**src/rtl/uart_rx_cfg.sv**
```systemverilog
// Configurable UART receiver: DATA_BITS data bits (LSB first), optional even/odd parity,
// 1 or 2 stop bits, start-bit glitch rejection and a valid/ready holding register with overrun flag.
module uart_rx_cfg #(
    parameter int CLKS_PER_BIT = 868,
    parameter int DATA_BITS    = 8,
    parameter int PARITY       = 0,
    parameter int STOP_BITS    = 1
) (
    input  logic                 clk,
    input  logic                 rst_n,
    input  logic                 rx_Serial,
    output logic [DATA_BITS-1:0] rx_data,
    output logic                 rx_valid,
    input  logic                 rx_ready,
    output logic                 parity_err,
    output logic                 frame_err,
    output logic                 overrun,
    output logic                 busy
);

    localparam int CW = $clog2(CLKS_PER_BIT);
    localparam int IW = (DATA_BITS > 1) ? $clog2(DATA_BITS) : 1;

    localparam logic [CW-1:0] CNT_ZERO      = {CW{1'b0}};
    localparam logic [CW-1:0] CNT_ONE       = CW'(1);
    localparam logic [CW-1:0] CNT_HALF_LAST = CW'(CLKS_PER_BIT / 2 - 1);
    localparam logic [CW-1:0] CNT_BIT_LAST  = CW'(CLKS_PER_BIT - 1);
    localparam logic [IW-1:0] IDX_ZERO      = {IW{1'b0}};
    localparam logic [IW-1:0] IDX_ONE       = IW'(1);
    localparam logic [IW-1:0] IDX_LAST      = IW'(DATA_BITS - 1);
    localparam logic          STOP_LAST     = 1'(STOP_BITS - 1);
    localparam logic          ODD_PAR       = (PARITY == 2);

    typedef enum logic [2:0] {
        S_IDLE   = 3'd0,
        S_START  = 3'd1,
        S_DATA   = 3'd2,
        S_PARITY = 3'd3,
        S_STOP   = 3'd4
    } state_e;

    logic                 sync1_q;
    logic                 rxs_q;
    state_e               state_q,    state_d;
    logic [CW-1:0]        cnt_q,      cnt_d;
    logic [IW-1:0]        idx_q,      idx_d;
    logic                 stop_idx_q, stop_idx_d;
    logic [DATA_BITS-1:0] shift_q,    shift_d;
    logic                 perr_q,     perr_d;
    logic                 ferr_q,     ferr_d;
    logic                 done_q,     done_d;

    logic [DATA_BITS-1:0] rx_data_q;
    logic                 rx_valid_q;
    logic                 parity_err_q;
    logic                 frame_err_q;
    logic                 overrun_q;
    logic                 busy_q;

    // Two-flop synchroniser for the asynchronous serial line, idles high
    always_ff @(posedge clk or negedge rst_n) begin
        if (!rst_n) begin
            sync1_q <= 1'b1;
            rxs_q   <= 1'b1;
        end else begin
            sync1_q <= rx_Serial;
            rxs_q   <= sync1_q;
        end
    end

    // Receiver FSM state and frame assembly registers
    always_ff @(posedge clk or negedge rst_n) begin
        if (!rst_n) begin
            state_q    <= S_IDLE;
            cnt_q      <= CNT_ZERO;
            idx_q      <= IDX_ZERO;
            stop_idx_q <= 1'b0;
            shift_q    <= {DATA_BITS{1'b0}};
            perr_q     <= 1'b0;
            ferr_q     <= 1'b0;
            done_q     <= 1'b0;
        end else begin
            state_q    <= state_d;
            cnt_q      <= cnt_d;
            idx_q      <= idx_d;
            stop_idx_q <= stop_idx_d;
            shift_q    <= shift_d;
            perr_q     <= perr_d;
            ferr_q     <= ferr_d;
            done_q     <= done_d;
        end
    end

    // Next-state logic; error flags are sampled on the cycle they become final
    always_comb begin
        state_d    = state_q;
        cnt_d      = cnt_q;
        idx_d      = idx_q;
        stop_idx_d = stop_idx_q;
        shift_d    = shift_q;
        perr_d     = perr_q;
        ferr_d     = ferr_q;
        done_d     = 1'b0;
        case (state_q)
            S_IDLE: begin
                cnt_d = CNT_ZERO;
                if (!rxs_q) begin
                    state_d = S_START;
                end else begin
                    state_d = S_IDLE;
                end
            end
            S_START: begin
                if (cnt_q == CNT_HALF_LAST) begin
                    cnt_d = CNT_ZERO;
                    if (rxs_q) begin
                        state_d = S_IDLE;
                    end else begin
                        state_d = S_DATA;
                        idx_d   = IDX_ZERO;
                        perr_d  = 1'b0;
                        ferr_d  = 1'b0;
                    end
                end else begin
                    cnt_d = cnt_q + CNT_ONE;
                end
            end
            S_DATA: begin
                if (cnt_q == CNT_BIT_LAST) begin
                    cnt_d          = CNT_ZERO;
                    shift_d[idx_q] = rxs_q;
                    if (idx_q == IDX_LAST) begin
                        idx_d      = IDX_ZERO;
                        stop_idx_d = 1'b0;
                        state_d    = (PARITY != 0) ? S_PARITY : S_STOP;
                    end else begin
                        idx_d = idx_q + IDX_ONE;
                    end
                end else begin
                    cnt_d = cnt_q + CNT_ONE;
                end
            end
            S_PARITY: begin
                if (cnt_q == CNT_BIT_LAST) begin
                    cnt_d   = CNT_ZERO;
                    perr_d  = ((^shift_q) ^ rxs_q) != ODD_PAR;
                    state_d = S_STOP;
                end else begin
                    cnt_d = cnt_q + CNT_ONE;
                end
            end
            S_STOP: begin
                if (cnt_q == CNT_BIT_LAST) begin
                    cnt_d  = CNT_ZERO;
                    ferr_d = ferr_q | ~rxs_q;
                    // Leave straight away so a back-to-back start edge is not missed
                    if (stop_idx_q == STOP_LAST) begin
                        state_d = S_IDLE;
                        done_d  = 1'b1;
                    end else begin
                        stop_idx_d = ~stop_idx_q;
                    end
                end else begin
                    cnt_d = cnt_q + CNT_ONE;
                end
            end
            default: begin
                state_d = S_IDLE;
                cnt_d   = CNT_ZERO;
            end
        endcase
    end

    // Holding register: load a finished frame if free or draining this cycle, else flag overrun
    always_ff @(posedge clk or negedge rst_n) begin
        if (!rst_n) begin
            rx_data_q    <= {DATA_BITS{1'b0}};
            rx_valid_q   <= 1'b0;
            parity_err_q <= 1'b0;
            frame_err_q  <= 1'b0;
            overrun_q    <= 1'b0;
            busy_q       <= 1'b0;
        end else begin
            overrun_q <= 1'b0;
            busy_q    <= (state_d != S_IDLE);
            if (done_q) begin
                if (!rx_valid_q || rx_ready) begin
                    rx_data_q    <= shift_q;
                    parity_err_q <= perr_q;
                    frame_err_q  <= ferr_q;
                    rx_valid_q   <= 1'b1;
                end else begin
                    overrun_q <= 1'b1;
                end
            end else if (rx_valid_q && rx_ready) begin
                rx_valid_q <= 1'b0;
            end else begin
                rx_valid_q <= rx_valid_q;
            end
        end
    end

    assign rx_data    = rx_data_q;
    assign rx_valid   = rx_valid_q;
    assign parity_err = parity_err_q;
    assign frame_err  = frame_err_q;
    assign overrun    = overrun_q;
    assign busy       = busy_q;

endmodule

```
**config.mk**
```make
export PLATFORM = sky130hd
export DESIGN_NAME = uart_rx_cfg
export DESIGN_NICKNAME = d
export VERILOG_FILES = /design/src/rtl/uart_rx_cfg.sv
export SDC_FILE = /design/constraint.sdc
export NUM_CORES = 1
export LEC_CHECK = 0
export ABC_AREA = 1
export ABC_CLOCK_PERIOD_IN_PS = 1900
export BUFFER_PORTS_ARGS = -buffer_cell sky130_fd_sc_hd__buf_2
export CORE_ASPECT_RATIO = 1.75
export CORE_UTILIZATION = 45
export DETAILED_ROUTE_END_ITERATION = 8
export GPL_ROUTABILITY_DRIVEN = 0
export PLACE_DENSITY = 0.63
export SYNTH_ARGS = -nofsm -noshare
export SYNTH_HDL_FRONTEND = slang
export SYNTH_SLANG_ARGS = --single-unit
```
**constraint.sdc**
```tcl
create_clock -name clk -period 1.9 [get_ports clk]
set_clock_uncertainty 0.1 [all_clocks]
set_input_delay 0.19 -clock clk [delete_from_list [all_inputs] [get_ports clk]]
set_output_delay 0.19 -clock clk [all_outputs]
set_load 0.02 [all_outputs]
```
==> results.json <==
{
  "async_flop_share": 1.00,
  "yosysSeqAreaShare": 0.503,
  "h-tree-depth": 2,
  "placed_cells": 317,
  "ff2ff_path_depth": 8,
  "cp-end-kind": "register",
  "max_freq_mhz": 604,
  "finish.utilization": 0.533,
  "cts_tree": "built",
  "dr.pass1.iters": 4,
  "seqCellArea_mm2": 0.00105,
  "final_cell_mix": "nand2_1, dfrtp_1, nor2_1, inv_1, nand3_1",
  "cp_top_family": "simple AND/OR/NAND/NOR gates",
  "crit_path_start_kind": "register",
  "ioPinCount": 17,
  "drt-total-wl_mm": 3.69,
  "synth_cell_type_count": 27,
  "synth_seq_cells": 42,
  "grtUsageMet2": 0.330,
  "whs_path_depth": 4,
  "nNetsFinal": 283,
  "dp_hpwl_mm": 2.76,
  "cp.required_ns": 1.98,
  "total_power_mw": 1.53,
  "core_mm2": 0.00444,
  "busiest_layer": "met2",
  "syn_nets": 259,
  "vias": 1593,
  "synth-main-ff-cell": "dfrtp_1",
  "n_antenna_cell": 0,
  "cp.depth": 8,
  "drive_gt1_frac": 0.199,
  "worst_path_most_repeated_cell": "nand2_2",
  "routedWlPerCell_um": 11.3,
  "yosysWarnings": 0,
  "p_leak_nw": 1.20,
  "fin_crit_sh": 0.872,
  "slew_violations": 0,
  "setup_tns_ns": 0,
  "tightest_slew_ns": 0.470,
  "hold_violations": 0,
  "numCtsBuffers": 5,
  "row_count": 32,
  "power.density_mw_per_mm2": 645,
  "start_util": 0.472,
  "die_w_um": 53.6,
  "cpPeakStageDelay_ns": 0.41,
  "postSynthCellCount": 251,
  "die_h_um": 92.3,
  "cp_slowest_cell": "dfrtp_1",
  "grt_max_degree": 43,
  "antenna_found_initial": 0,
  "cts_setup_buffers": 0,
  "synthTopCellsByArea": "dfrtp_1, nand2_1, nor2_1",
  "postRouteAntennaNets": 0,
  "cts-root-buf": "clkbuf_8",
  "drtIter0Drc": 30,
  "rsz0062_at_grt": "no",
  "io_buffer_count": 16,
  "ctsResizeCount": 0,
  "critPathKind": "register to register",
  "cts_buffer_depth": 2,
  "cp_max_fo": 10,
  "final_cells": 327,
  "vias_per_cell": 4.87,
  "timing.hold.worst.class": "input port to register",
  "grt_pass1_wl_mm": 6.40,
  "track_usage": 0.178,
  "setup_viol": 0,
  "synth_edf_count": 0,
  "met3_usage": 0.0348,
  "cts_sinks": 42,
  "status": "finished, final reports clean",
  "grt_pass1_vias": 1523,
  "layout_commonest_cell": "nand2_1",
  "synth_area_mm2": 0.00210,
  "yosys.area.top_type_share": 0.478,
  "period_minus_slack_ns": 1.66,
  "synth_top_area_cell": "dfrtp_1",
  "cts.hold.buffers_added": 2,
  "nFillCells": 431,
  "grt_overflow_total": 0,
  "crit_buf_inv": 1,
  "grt.met1_usage": 0.173,
  "maxCapViolCount": 0,
  "ir_worst_vdd_mv": 0.502,
  "syn_area_per_cell_um2": 8.35,
  "multi_input_area_um2": 898,
  "die-area_mm2": 0.00494,
  "clk_pin_slew_ns": 0.08,
  "clock_latency_ns": 0.29,
  "crit_chain": "ha_1 > nand2_1 > nor2_2 > nand2_2 > nand2_2 > nand3_2 > inv_4 > nor2_1",
  "slew_headroom": 0.686,
  "cp.arrival_ns": 1.74,
  "area_delta_synth_final_pct": 13.0,
  "drc": 0
}
[Yosys cell counts, types with 6 or more instances]
cell type	number
dfrtp_1	40
inv_1	29
nand2_1	58
nand2_2	6
nand3_1	19
nor2_1	31
o21ai_0	11
o21ai_1	10
[state kept, by name (all words and copies together), names as in the netlist]
register / cells
busy: 1
cnt_q: 10
done_q: 1
ferr_q: 1
frame_err: 1
idx_q: 3
overrun: 1
parity_err: 1
perr_q: 1
rx_data: 8
rx_valid: 1
rxs_q: 1
shift_q: 8
state_q: 3
sync1_q: 1
[worst min-delay path, stage by stage]
cell     delay, ns
buf_2         0.07
inv_1         0.03
nand2_1       0.08
nor2_1        0.04
[through the flow]
stage               hold WS, ns  area (um^2)  worst slack, ns
finish                   0.0557         2370            0.244
global route             0.0813         2370            0.109
CTS                      0.0597         2370            0.230
detailed placement       0.0813         2250            0.239
global placement         0.0812         2250            0.290
floorplan                -0.206         2100            0.406
[logic make-up (layout without fill, tap and decap cells)]
logic type               count (synthesis)  in the layout  share of synthesized area
AO/OA/AOI/OAI                           23             23                     0.0549
XOR/XNOR                                 5              5                     0.0209
adder cells (fa/ha/maj)                  4              4                     0.0239
buffers and inverters                   37             62                     0.0687
flip-flops                              42             42                      0.503
multiplexers                             4              4                     0.0215
AND/OR/NAND/NOR                        136            136                      0.307
[layout make-up]
class	count	area share
flip-flops and latches	42	0.445
repair buffers	20	0.0539
clock inverters	2	0.00528
multi-input cells	172	0.379
inverters	34	0.0549
well taps	51	0.0269
clock buffers	6	0.0349
[final timing paths]
kind                               startpoint                endpoint  slack [ns]
max                        cnt_q[0]$_DFF_PN0_      cnt_q[9]$_DFF_PN0_        0.24
min                                  rx_ready       overrun$_DFF_PN0_        0.06
max reg2reg                cnt_q[0]$_DFF_PN0_      cnt_q[9]$_DFF_PN0_        0.24
min reg2reg                 sync1_q$_DFF_PN1_         rxs_q$_DFF_PN1_        0.26
max in group asynchronous               rst_n       sync1_q$_DFF_PN1_        1.14
min in group asynchronous               rst_n  rx_data[2]$_DFFE_PN0P_        0.29
[routing by layer]
metal,part of all wire,up-vias
li1,-,845
met1,0.42,724
met2,0.54,18
met3,0.018,6
met4,0.020,0
met5,0,-
[power breakdown]
part | switching [mW] | leakage (nW) | internal, mW
Sequential | 0.00163 | 0.560 | 0.897
Clock | 0.303 | 0.0472 | 0.292
Combinational | 0.0238 | 0.592 | 0.0108
(Power assumes the default switching activity.)
